--- config.mk ---
export PLATFORM = sky130hd
export DESIGN_NAME = intlev_arb
export DESIGN_NICKNAME = d
export VERILOG_FILES = /design/src/rtl/intlev_pkg.sv /design/src/rtl/pri_enc8.sv /design/src/rtl/intlev_arb.sv
export SDC_FILE = /design/constraint.sdc
export NUM_CORES = 1
export LEC_CHECK = 0
export CORE_MARGIN = 10
export CORE_UTILIZATION = 40
export DETAILED_ROUTE_END_ITERATION = 7
export PLACE_DENSITY = 0.75
export SLEW_MARGIN = 20
export SYNTH_ARGS = -nofsm -noshare
export SYNTH_HDL_FRONTEND = slang
export SYNTH_SLANG_ARGS = --single-unit
--- constraint.sdc ---
create_clock -name CLOCK -period 2.3 [get_ports CLOCK]
set_input_delay 0.46 -clock CLOCK [delete_from_list [all_inputs] [get_ports CLOCK]]
set_output_delay 0.46 -clock CLOCK [all_outputs]
set_load 0.005 [all_outputs]
--- src/rtl/intlev_pkg.sv ---
// Shared types and constants for the per-level interrupt source arbiter.
// Holds the arbiter state encoding, the idle vector code and the minimum HOLD time.
package intlev_pkg;

  typedef enum logic [1:0] {
    IDLE  = 2'd0,
    OFFER = 2'd1,
    XFER  = 2'd2,
    HOLD  = 2'd3
  } state_e;

  localparam logic [7:0] INTVEC_NONE = 8'h01;
  localparam int         HOLD_MIN    = 2;

  // Device vectors are longword aligned, so the two low bits are always cleared.
  function automatic logic [7:0] maskVec(input logic [7:0] v);
    return {v[7:2], 2'b00};
  endfunction

endpackage

--- src/rtl/pri_enc8.sv ---
// Lowest-set-bit priority encoder over eight request lines.
// Index 0 has the highest priority; any_o flags that at least one line is set.
module pri_enc8 (
  input  logic [7:0] req_i,
  output logic [2:0] idx_o,
  output logic       any_o
);

  // Scan from the top down so the lowest set index is the last one written.
  always_comb begin
    idx_o = 3'd0;
    any_o = 1'b0;
    for (int i = 7; i >= 0; i--) begin
      if (req_i[i]) begin
        idx_o = 3'(i);
        any_o = 1'b1;
      end
    end
  end

endmodule

--- src/rtl/intlev_arb.sv ---
// Interrupt source arbiter for one BR level: picks the highest-priority pending
// device, offers its vector to the level controller and acknowledges the winner.
module intlev_arb
  import intlev_pkg::*;
#(
  parameter int NSRC = 4
) (
  input  logic              CLOCK,
  input  logic              RESET,
  input  logic              init_in_h,
  input  logic [NSRC-1:0]   req_h,
  input  logic [8*NSRC-1:0] vec_in,
  input  logic              intr_in_h,
  input  logic              ssyn_in_h,
  output logic [7:0]        intvec,
  output logic [NSRC-1:0]   ack_h,
  output logic              busy_h
);

  localparam logic [1:0] HOLD_MIN_C = 2'(HOLD_MIN);

  state_e          state_q;
  logic [2:0]      sel_q;
  logic [7:0]      vecLat_q;
  logic [1:0]      holdCnt_q;
  logic [7:0]      intvec_q;
  logic [NSRC-1:0] ack_q;
  logic            busy_q;

  logic [7:0]      reqPad;
  logic [63:0]     vecPad;
  logic [2:0]      encIdx;
  logic            encAny;
  logic [7:0]      offerVec_d;
  logic [NSRC-1:0] ackOneHot_d;

  // Widen the source buses to the full eight slots; absent sources read as idle.
  always_comb begin
    reqPad             = '0;
    reqPad[NSRC-1:0]   = req_h;
    vecPad             = '0;
    vecPad[8*NSRC-1:0] = vec_in;
  end

  pri_enc8 u_enc (
    .req_i (reqPad),
    .idx_o (encIdx),
    .any_o (encAny)
  );

  assign offerVec_d = maskVec(vecPad[{encIdx, 3'b000} +: 8]);

  always_comb begin
    ackOneHot_d = '0;
    for (int i = 0; i < NSRC; i++) begin
      ackOneHot_d[i] = (sel_q == 3'(i));
    end
  end

  // INIT is a synchronous clear that overrides every transition, including a pending ack.
  always_ff @(posedge CLOCK or posedge RESET) begin
    if (RESET) begin
      state_q   <= IDLE;
      sel_q     <= 3'd0;
      vecLat_q  <= 8'h00;
      holdCnt_q <= 2'd0;
      intvec_q  <= INTVEC_NONE;
      ack_q     <= '0;
      busy_q    <= 1'b0;
    end else if (init_in_h) begin
      state_q   <= IDLE;
      sel_q     <= 3'd0;
      vecLat_q  <= 8'h00;
      holdCnt_q <= 2'd0;
      intvec_q  <= INTVEC_NONE;
      ack_q     <= '0;
      busy_q    <= 1'b0;
    end else begin
      ack_q <= '0;
      unique case (state_q)
        IDLE: begin
          if (encAny) begin
            state_q  <= OFFER;
            sel_q    <= encIdx;
            vecLat_q <= offerVec_d;
            intvec_q <= offerVec_d;
            busy_q   <= 1'b1;
          end
        end
        // Once INTR is up the interrupt is committed, even if the request drops now.
        OFFER: begin
          if (intr_in_h) begin
            state_q <= XFER;
          end else if (!reqPad[sel_q]) begin
            state_q  <= IDLE;
            intvec_q <= INTVEC_NONE;
            busy_q   <= 1'b0;
          end
        end
        XFER: begin
          if (!intr_in_h) begin
            state_q   <= HOLD;
            ack_q     <= ackOneHot_d;
            intvec_q  <= INTVEC_NONE;
            holdCnt_q <= 2'd1;
          end
        end
        // Counter saturates at the minimum; the exit then waits only for SSYN to drop.
        HOLD: begin
          if (holdCnt_q >= HOLD_MIN_C && !ssyn_in_h) begin
            state_q   <= IDLE;
            holdCnt_q <= 2'd0;
            busy_q    <= 1'b0;
          end else if (holdCnt_q < HOLD_MIN_C) begin
            holdCnt_q <= holdCnt_q + 2'd1;
          end
        end
        default: begin
          state_q  <= IDLE;
          intvec_q <= INTVEC_NONE;
          busy_q   <= 1'b0;
        end
      endcase
    end
  end

  assign intvec = intvec_q;
  assign ack_h  = ack_q;
  assign busy_h = busy_q;

endmodule

==> results of run 1 <==
-- kinds of logic after synthesis --
family / after synthesis / share of synthesized area [%]
buffers and inverters: 17 / 6.334
muxes: 10 / 8.637
other: 1 / 0.2876
DFF: 18 / 34.65
and+or+nand+nor: 49 / 22.74
adders and majority gates: 5 / 4.798
AOI/OAI and AO/OA: 36 / 22.55
-- worst min-delay path: stages (launching register included) --
cell     delay, ns
dfstp_2       0.38
nor2_1        0.10
mux2i_1       0.07
-- metal layers --
layer  routed length, µm  share of wire [%]  vias to the layer above  track usage [%]
met4                  61                1.7                        0            5.109
met1                1586                 45                      573            13.62
li1                    -                  -                      590                -
met5                   0                  0                        -                0
met2                1571                 45                       43            18.80
met3                 287                8.2                        4            3.730
-- synthesized netlist by cell type --
| library cell | number | area, µm² |
|---|---|---|
| a311o_1 | 1 | 10.01 |
| dfrtp_1 | 17 | 425.4 |
| dfstp_2 | 1 | 26.28 |
| nor2b_1 | 8 | 50.05 |
| o211ai_2 | 1 | 12.51 |
| nor3b_1 | 6 | 45.04 |
| a311oi_1 | 1 | 8.760 |
| a221o_1 | 1 | 10.01 |
| nor4b_1 | 1 | 8.760 |
| o2111ai_1 | 6 | 52.55 |
| nor4_2 | 1 | 12.51 |
| nor4bb_4 | 1 | 25.02 |
| conb_1 | 1 | 3.750 |
| nand3_2 | 1 | 10.01 |
| nand2_1 | 4 | 15.01 |
| nor3_1 | 4 | 20.02 |
| o31ai_1 | 1 | 7.510 |
| o211a_1 | 1 | 10.01 |
| mux2i_1 | 9 | 90.09 |
| a221oi_1 | 1 | 8.760 |
| nand3_1 | 3 | 15.01 |
| o21ai_0 | 7 | 35.03 |
| clkbuf_4 | 1 | 7.510 |
| buf_4 | 1 | 7.510 |
| ha_1 | 5 | 62.56 |
| nand2b_1 | 7 | 43.79 |
| a31oi_1 | 4 | 25.02 |
| nor2_1 | 12 | 45.04 |
| a21oi_1 | 2 | 10.01 |
| buf_6 | 1 | 11.26 |
| nor2_2 | 1 | 6.260 |
| o2111ai_4 | 1 | 26.28 |
| clkbuf_1 | 3 | 11.26 |
| mux4_2 | 1 | 22.52 |
| o21bai_1 | 7 | 52.55 |
| buf_2 | 3 | 15.01 |
| a2111oi_0 | 1 | 8.760 |
| a32oi_2 | 1 | 16.27 |
| inv_1 | 8 | 30.03 |
-- final timing paths --
kind / start / endpoint / depth (start not counted)
min in group asynchronous: RESET / state_q[0] / 2
worst max register to register: state_q[1] / state_q[0] / 5
max in group asynchronous: RESET / intvec[3] / 2
worst max-delay path: state_q[1] / state_q[0] / 5
worst min-delay path: intvec[0] / intvec[0] / 2
worst min register to register: intvec[0] / intvec[0] / 2
-- sequential cells by signal, indices dropped and copies added (netlist names) --
signal	cells
ack_h	4
busy_h	1
holdCnt_q	2
intvec	7
sel_q	2
state_q	2
-- cell type report --
type / instances / area, µm²
multi-input combinational: 101 / 769.5
timing repair buffer: 51 / 493.0
inverter: 8 / 30.03
sequential: 18 / 451.7
fill: 276 / 1242
tap: 44 / 55.05
clock buffer: 4 / 36.28
-- per-stage QoR --
| step | hold slack, ns | setup WS [ns] | power [mW] | util [%] |
|---|---|---|---|---|
| final | 0.5451 | 0.4551 | 0.9494 | 59.63 |
| after CTS | 0.5454 | 0.4486 | 0.9588 | 59.63 |
| after floorplan | 0.3978 | 0.6245 | 0.6029 | - |
| after global placement | 0.5212 | 0.2039 | 0.7548 | 58.46 |
| after detailed placement | 0.5303 | 0.1702 | 0.7639 | 58.46 |
| after global routing | 0.5680 | 0.2932 | 1.010 | 59.63 |
-- power by group through the flow --
stage / clock (mW) / combinational (mW) / sequential, mW
finish: 0.194 / 0.364 / 0.392
global route: 0.215 / 0.396 / 0.399
CTS: 0.198 / 0.368 / 0.392
detailed placement: 0 / 0.366 / 0.398
global placement: 0 / 0.358 / 0.397
floorplan: 0 / 0.213 / 0.390
==> impl_metrics.json, run 1 <==
{
  "finalSetupViolations": 0,
  "hpwlAfterDp_um": 2878,
  "clockPowerShare_pct": 20.4,
  "fmax_ghz": 0.5420,
  "finalHoldViolCount": 0,
  "drcViolationCount": 0,
  "num_vias": 1210,
  "boundaryPins": 54,
  "period_needed_ns": 1.845,
  "avgSynthCellArea_um2": 9.586,
  "slew_viol_final": 0,
  "slew_headroom_pct": 54.94,
  "crit_required_ns": 2.51,
  "crit_fanout": 10,
  "syn-cell-area_um2": 1304,
  "critical_path.slowest_cell": "ha_1",
  "finalCritPeriodShare_pct": 80.21,
  "drt.antenna.violating_nets": 0,
  "syn-instance-count": 136,
  "path_delay_family": "adder cells",
  "p_int_mw": 0.6624,
  "ys_ff_latch": 18,
  "dr.pass1.iters": 4,
  "r2r_setup_slack_ns": 0.46,
  "ctsResizeCount": 0,
  "crit_chain": "inv_1, ha_1, a32oi_2, nor4bb_4, nor4_2",
  "cts_buffers": 3,
  "viasPerCell": 5.354,
  "status": "complete, no violations",
  "htree_levels": 1,
  "total_leakage_power_nw": 0.7526,
  "critPathArrivalTime_ns": 2.05,
  "clk_path_buf_depth": 2,
  "wl_um": 3507,
  "nets": 229,
  "setup_tns_ns": 0,
  "cts_hold_buf": 0,
  "clock-skew-final_ns": 0.004364,
  "path_buf_inv": 1,
  "dp.cells": 222,
  "overflow": 0,
  "areaGrowthSynthToFinish_pct": 40.79,
  "rows": 20,
  "synth.distinct_cells": 39,
  "wl_per_cell_um": 15.52,
  "core_region_area_um2": 3078,
  "finalInstanceArea_um2": 1836,
  "cts_setup_buffers": 0,
  "rsz0062_at_grt": "false",
  "initialDrtViolationCount": 87,
  "dpl_cell_area_um2": 1799,
  "peakVddDrop_mv": 0.1681,
  "cts_num_sinks": 18,
  "grt_use_total_pct": 11.59,
  "clk_pin_slew_worst_paths_ns": 0.10,
  "p_sw_share_pct": 30.23,
  "grt_max_degree": 19,
  "cts_tree": "done",
  "final_cell_mix": "44 x clkdlybuf4s50_1, 17 x dfrtp_1, 12 x nor2_1",
  "ys_warn_count": 0,
  "die_height_um": 77.09,
  "diodes": 0,
  "place.gp.congestion": 0.7634,
  "grt_pass1_vias": 1249,
  "combinationalPowerShare_pct": 38.3,
  "p_seq_share_pct": 41.3,
  "power_density_nw_per_um2": 517.2,
  "crit_path_end_kind": "flip-flop",
  "synth_fp_nets": 182,
  "hold_class": "flip-flop to flip-flop",
  "drive_gt1_share_pct": 10.99,
  "maxCapViolCount": 0,
  "slowest_delay_ns": 0.48,
  "clk_latency_ns": 0.29,
  "criticalPathCategory": "flip-flop to flip-flop",
  "antenna_found_initial": 0,
  "final_common_cell": "clkdlybuf4s50_1",
  "worst-slew-pin-transition_ns": 0.6752,
  "fp.dieArea_um2": 5943,
  "fin_cells": 226,
  "start_util_pct": 42.36,
  "cp-start-kind": "flip-flop",
  "ctsRootBufferMaster": "clkbuf_4",
  "yosysSeqAreaShare_pct": 34.64,
  "die_x_um": 77.09,
  "port_buffers": 44,
  "grt_pass1_wl_um": 5892,
  "p_switching_mw": 0.2870
}
Note: power is estimated with default switching activity, not from simulation.
==> inputs of run 2 (changes only) <==
--- a/config.mk
+++ b/config.mk
@@ -6,9 +6,9 @@
 export NUM_CORES = 1
 export LEC_CHECK = 0
 export CORE_MARGIN = 10
-export CORE_UTILIZATION = 40
+export CORE_UTILIZATION = 39
 export DETAILED_ROUTE_END_ITERATION = 7
-export PLACE_DENSITY = 0.75
+export PLACE_DENSITY = 0.76
 export SLEW_MARGIN = 20
 export SYNTH_ARGS = -nofsm -noshare
 export SYNTH_HDL_FRONTEND = slang
==> constraint.sdc (replaced) <==
create_clock -name CLOCK -period 1.5 [get_ports CLOCK]
set_input_delay 0.3 -clock CLOCK [delete_from_list [all_inputs] [get_ports CLOCK]]
set_output_delay 0.3 -clock CLOCK [all_outputs]
set_load 0.005 [all_outputs]
==> run 2 against run 1 <==
The flow now finishes with violations (setup timing). Combinational power grew 95%. Sequential cell count stayed put. Die area increased by 1.9%. Critical path depth increased by 1. Design area is 17% higher. Register-to-register slack worse by 0.53 ns. Core utilization grew 9.1 points. Wire length grew 24%. Sequential power is 53% higher. Largest cell class unchanged. Highest routed layer unchanged.
==> impl_metrics.json, run 2 (synthesis gave the netlist of run 1 again) <==
{
  "status": "finished with violations",
  "violations": "setup timing",
  "dr.pass1.iters": 4,
  "largest_reg_flops": 7,
  "crit_required_ns": 1.74,
  "criticalPathCategory": "flip-flop to flip-flop",
  "ctsRootBufferMaster": "clkbuf_4",
  "slowest_delay_ns": 0.43,
  "dp.cells": 244,
  "final_cell_mix": "33 x clkdlybuf4s50_1, 31 x buf_4, 15 x dfrtp_1",
  "wl_per_cell_um": 17.36,
  "maxCapViolCount": 0,
  "drt.antenna.violating_nets": 0,
  "setup_ws_ns": -0.07844,
  "grt_max_degree": 14,
  "cts_tree": "done",
  "num_vias": 1333,
  "drive_gt1_share_pct": 30.43,
  "die_height_um": 77.82,
  "crit_fanout": 7,
  "finalHoldViolCount": 0,
  "cts_hold_buf": 0,
  "grt_use_total_pct": 13.38,
  "drcViolationCount": 0,
  "rows": 20,
  "antenna_found_initial": 0,
  "clk_pin_slew_worst_paths_ns": 0.11,
  "diodes": 0,
  "finalSetupViolations": 9,
  "port_buffers": 44,
  "peakVddDrop_mv": 0.3407,
  "clock-skew-final_ns": 0.001351,
  "clk_latency_ns": 0.31,
  "cts_buffers": 3,
  "crit_path_end_kind": "flip-flop",
  "boundaryPins": 54,
  "power_density_nw_per_um2": 761.1,
  "cts_num_sinks": 18,
  "crit_chain": "inv_2, ha_4, inv_4, a221o_1, o2111ai_4, mux2i_1",
  "clk_path_buf_depth": 2,
  "total_leakage_power_nw": 0.9669,
  "grt_pass1_wl_um": 6699,
  "core_region_area_um2": 3128,
  "finalCritPeriodShare_pct": 105.2,
  "hpwlAfterDp_um": 3373,
  "die_x_um": 77.82,
  "critical_path.slowest_cell": "dfrtp_1",
  "period_needed_ns": 1.578,
  "overflow": 0,
  "areaGrowthSynthToFinish_pct": 64.88,
  "critPathArrivalTime_ns": 1.82,
  "fin_cells": 251,
  "viasPerCell": 5.311,
  "final_common_cell": "clkdlybuf4s50_1",
  "start_util_pct": 41.68,
  "nets": 254,
  "htree_levels": 1,
  "rsz0062_at_grt": "true",
  "setup_tns_ns": -0.5343,
  "grt_pass1_vias": 1371,
  "path_delay_family": "compound AO/OA/AOI/OAI gates",
  "path_buf_inv": 2,
  "fmax_ghz": 0.6335,
  "hold_class": "input port to async pin",
  "slew_viol_final": 0,
  "place.gp.congestion": 0.8732,
  "n_fill_cell": 249,
  "wl_um": 4358,
  "fp.dieArea_um2": 6056,
  "initialDrtViolationCount": 53,
  "cp-start-kind": "flip-flop"
}
## run 2: report_power, final
part	total (mW)	leakage, nW	switching (mW)	internal, mW
logic	0.711	0.708	0.314	0.397
clock network	0.326	0.0210	0.178	0.149
registers	0.599	0.238	0.0493	0.550
## run 2: cell type report
class	count	area (µm²)	share of cell area, %
Timing Repair Buffer	76	689.4	32.07
Clock buffer	4	36.28	1.688
Tap cell	44	55.05	2.561
Inverter	8	32.53	1.513
Multi-Input combinational cell	101	882.1	41.04
Sequential cell	18	454.2	21.13
## run 2: metal layers
metal,global-route usage [%],vias to the layer above,part of all wire (%)
li1,-,637,-
met1,15.85,637,43
met4,6.022,0,2.3
met3,2.880,9,6.0
met5,0,-,0
met2,22.55,50,49
## run 2: worst paths after layout
check,start,end,slack (ns),cells after the start
max in group asynchronous,RESET,state_q[0],0.81,3
min in group CLOCK,req_h[0],sel_q[0],0.29,2
worst max-delay path,state_q[1],intvec[5],-0.08,6
worst min-delay path,RESET,intvec[3],0.22,2
worst max register to register,state_q[1],intvec[5],-0.08,6
worst min register to register,intvec[0],intvec[0],0.54,2
## run 2: stage by stage
stage / power, mW / instance area (µm²) / hold WS [ns] / setup WS (ns) / util (%)
2_1_floorplan: 0.9398 / 1326 / 0.2378 / -0.009285 / -
3_5_place_dp: 1.255 / 1981 / 0.5220 / -0.3856 / 63.32
3_3_place_gp: 1.232 / 1981 / 0.4891 / -0.3221 / 63.32
4_1_cts: 1.561 / 2024 / 0.2210 / -0.07810 / 64.72
6_report: 1.636 / 2150 / 0.2155 / -0.07844 / 68.72
5_1_grt: 1.715 / 2150 / 0.2654 / -0.1451 / 68.72
## run 2: repair_timing
item,4_1_cts,5_1_grt
setup endpoints to repair,18,17
cloned,0,0
resized for setup,9,26
setup buffers,1,2
pin swaps,1,8
## run 2: worst register-to-register path: stages, from the launching register on
cell	delay, ns
dfrtp_1	0.43
inv_2	0.13
ha_4	0.18
inv_4	0.04
a221o_1	0.33
o2111ai_4	0.17
mux2i_1	0.24
==> inputs of run 3 (changes only) <==
--- a/config.mk
+++ b/config.mk
@@ -8,7 +8,9 @@
 export CORE_MARGIN = 10
 export CORE_UTILIZATION = 39
 export DETAILED_ROUTE_END_ITERATION = 7
+export GPL_TIMING_DRIVEN = 0
 export PLACE_DENSITY = 0.76
+export REMOVE_ABC_BUFFERS = 1
 export SLEW_MARGIN = 20
 export SYNTH_ARGS = -nofsm -noshare
 export SYNTH_HDL_FRONTEND = slang
==> run 3 against run 2 <==
The run still ends with setup timing left. Core utilization fell by 3.5 points. Register-to-register slack barely moved. Clock power fell by 18%. Global-route usage fell by 0.50 points. Largest cell class unchanged. Combinational power rose by 1%. Largest power group unchanged. Via count fell by 1.3%.
==> impl_metrics.json, run 3 (synthesis gave the netlist of run 1 again) <==
{
  "status": "finished with violations",
  "violations": "setup timing",
  "cts_buffers": 3,
  "crit_path_end_kind": "flip-flop",
  "nets": 241,
  "areaGrowthSynthToFinish_pct": 56.43,
  "finalSetupViolations": 10,
  "multiInputGateArea_um2": 865.8,
  "start_util_pct": 41.68,
  "criticalPathCategory": "flip-flop to flip-flop",
  "antenna_found_initial": 0,
  "rows": 20,
  "fp.dieArea_um2": 6056,
  "path_buf_inv": 2,
  "core_region_area_um2": 3128,
  "wl_per_cell_um": 18.00,
  "place.gp.congestion": 0.8124,
  "total_power_mw": 1.591,
  "viasPerCell": 5.529,
  "peakVddDrop_mv": 0.3319,
  "crit_required_ns": 1.68,
  "die_x_um": 77.82,
  "die_height_um": 77.82,
  "grt_pass1_vias": 1271,
  "grt_max_degree": 19,
  "total_leakage_power_nw": 0.8741,
  "clk_pin_slew_worst_paths_ns": 0.12,
  "hold_class": "input port to async pin",
  "critical_path.slowest_cell": "dfrtp_2",
  "hpwlAfterDp_um": 2964,
  "port_buffers": 44,
  "drive_gt1_share_pct": 24.74,
  "maxCapViolCount": 0,
  "dr.pass1.iters": 5,
  "finish.utilization_pct": 65.20,
  "htree_levels": 1,
  "clock-skew-final_ns": 0.01166,
  "fmax_ghz": 0.6312,
  "final_cell_mix": "33 x clkdlybuf4s50_1, 18 x buf_4, 13 x dfrtp_1",
  "drt.antenna.violating_nets": 0,
  "slew_viol_final": 0,
  "setup_tns_ns": -0.3936,
  "finalHoldViolCount": 0,
  "grt_pass1_wl_um": 6430,
  "crit_path_frequent_cell": "buf_4",
  "worst-slew-pin-transition_ns": 0.6573,
  "cts_num_sinks": 18,
  "slowest_delay_ns": 0.45,
  "finalCritPeriodShare_pct": 105.6,
  "crit_fanout": 4,
  "final_common_cell": "clkdlybuf4s50_1",
  "grt_use_total_pct": 12.88,
  "n_fill_cell": 235,
  "cp-start-kind": "flip-flop",
  "wl_um": 4283,
  "period_needed_ns": 1.584,
  "num_vias": 1316,
  "critPathArrivalTime_ns": 1.76,
  "rsz0062_at_grt": "true",
  "initialDrtViolationCount": 96,
  "drcViolationCount": 0,
  "ctsRootBufferMaster": "clkbuf_4",
  "crit_chain": "buf_4, ha_4, a32oi_4, buf_4, a311o_1, o211ai_2",
  "clk_latency_ns": 0.30,
  "cts_tree": "done",
  "power_density_nw_per_um2": 780.2,
  "seqCellArea_um2": 456.7,
  "slew_headroom_pct": 56.13,
  "setup_ws_ns": -0.08420,
  "clk_path_buf_depth": 2,
  "diodes": 0,
  "largest_reg_flops": 7,
  "boundaryPins": 54,
  "path_delay_family": "compound AO/OA/AOI/OAI gates",
  "overflow": 0
}
-- run 3: cell types whose count changed in the layout (fill, tap and decap cells not counted), sizes merged --
cell           delta
buf              -13
clkdlybuf4s15     +2
dlygate4sd2       -1
dlymetal6s2s      -1
-- run 3: path summary, 6_finish.rpt --
| check | startpoint | endpoint | slack (ns) | depth (start not counted) |
|---|---|---|---|---|
| max in group asynchronous | RESET | sel_q[0] | 0.64 | 2 |
| max | state_q[1] | state_q[1] | -0.08 | 6 |
| max reg2reg | state_q[1] | state_q[1] | -0.08 | 6 |
| min reg2reg | intvec[0] | intvec[0] | 0.54 | 2 |
| min | RESET | sel_q[1] | 0.38 | 2 |
| min in group CLOCK | intvec[0] | intvec[0] | 0.54 | 2 |
-- run 3: through the flow --
step	area (µm²)	std cells	hold WS (ns)	setup WS, ns
after CTS	1908	227	0.4254	-0.08537
after detailed placement	1747	215	0.5300	-0.7023
final	2039	238	0.3848	-0.08420
after floorplan	1251	127	0.2378	-0.1839
after global placement	1747	215	0.5230	-0.6827
after global routing	2039	238	0.4538	-0.1336
-- run 3: power by group --
part	internal, mW	leakage [nW]	switching (mW)	total (mW)
registers	0.550	0.235	0.0540	0.604
clock network	0.104	0.0150	0.164	0.268
logic	0.419	0.624	0.301	0.719
-- run 3: metal layers --
layer / track usage, % / wire length, µm / share of wire, % / up-vias
met5: 0 / 0 / 0 / -
met3: 1.959 / 173 / 4.0 / 13
met2: 23.88 / 2307 / 54 / 44
met1: 14.36 / 1677 / 39 / 647
met4: 4.745 / 124 / 2.9 / 0
li1: - / - / - / 612
-- run 3: timing repair --
| action | in CTS | in global routing |
|---|---|---|
| endpoints found under the hold margin | 0 | 0 |
| resized for setup | 27 | 14 |
| hold buffers | 0 | 0 |
| setup buffers | 8 | 11 |
| pin swaps | 4 | 5 |
| setup endpoints to repair | 15 | 18 |
-- run 3: final cells by class --
class                      count  area share [%]
inverter                       8           1.718
timing repair buffer          63           29.45
sequential                    18           22.39
multi-input combinational    101           42.45
tap                           44           2.699
clock buffer                   4           1.288
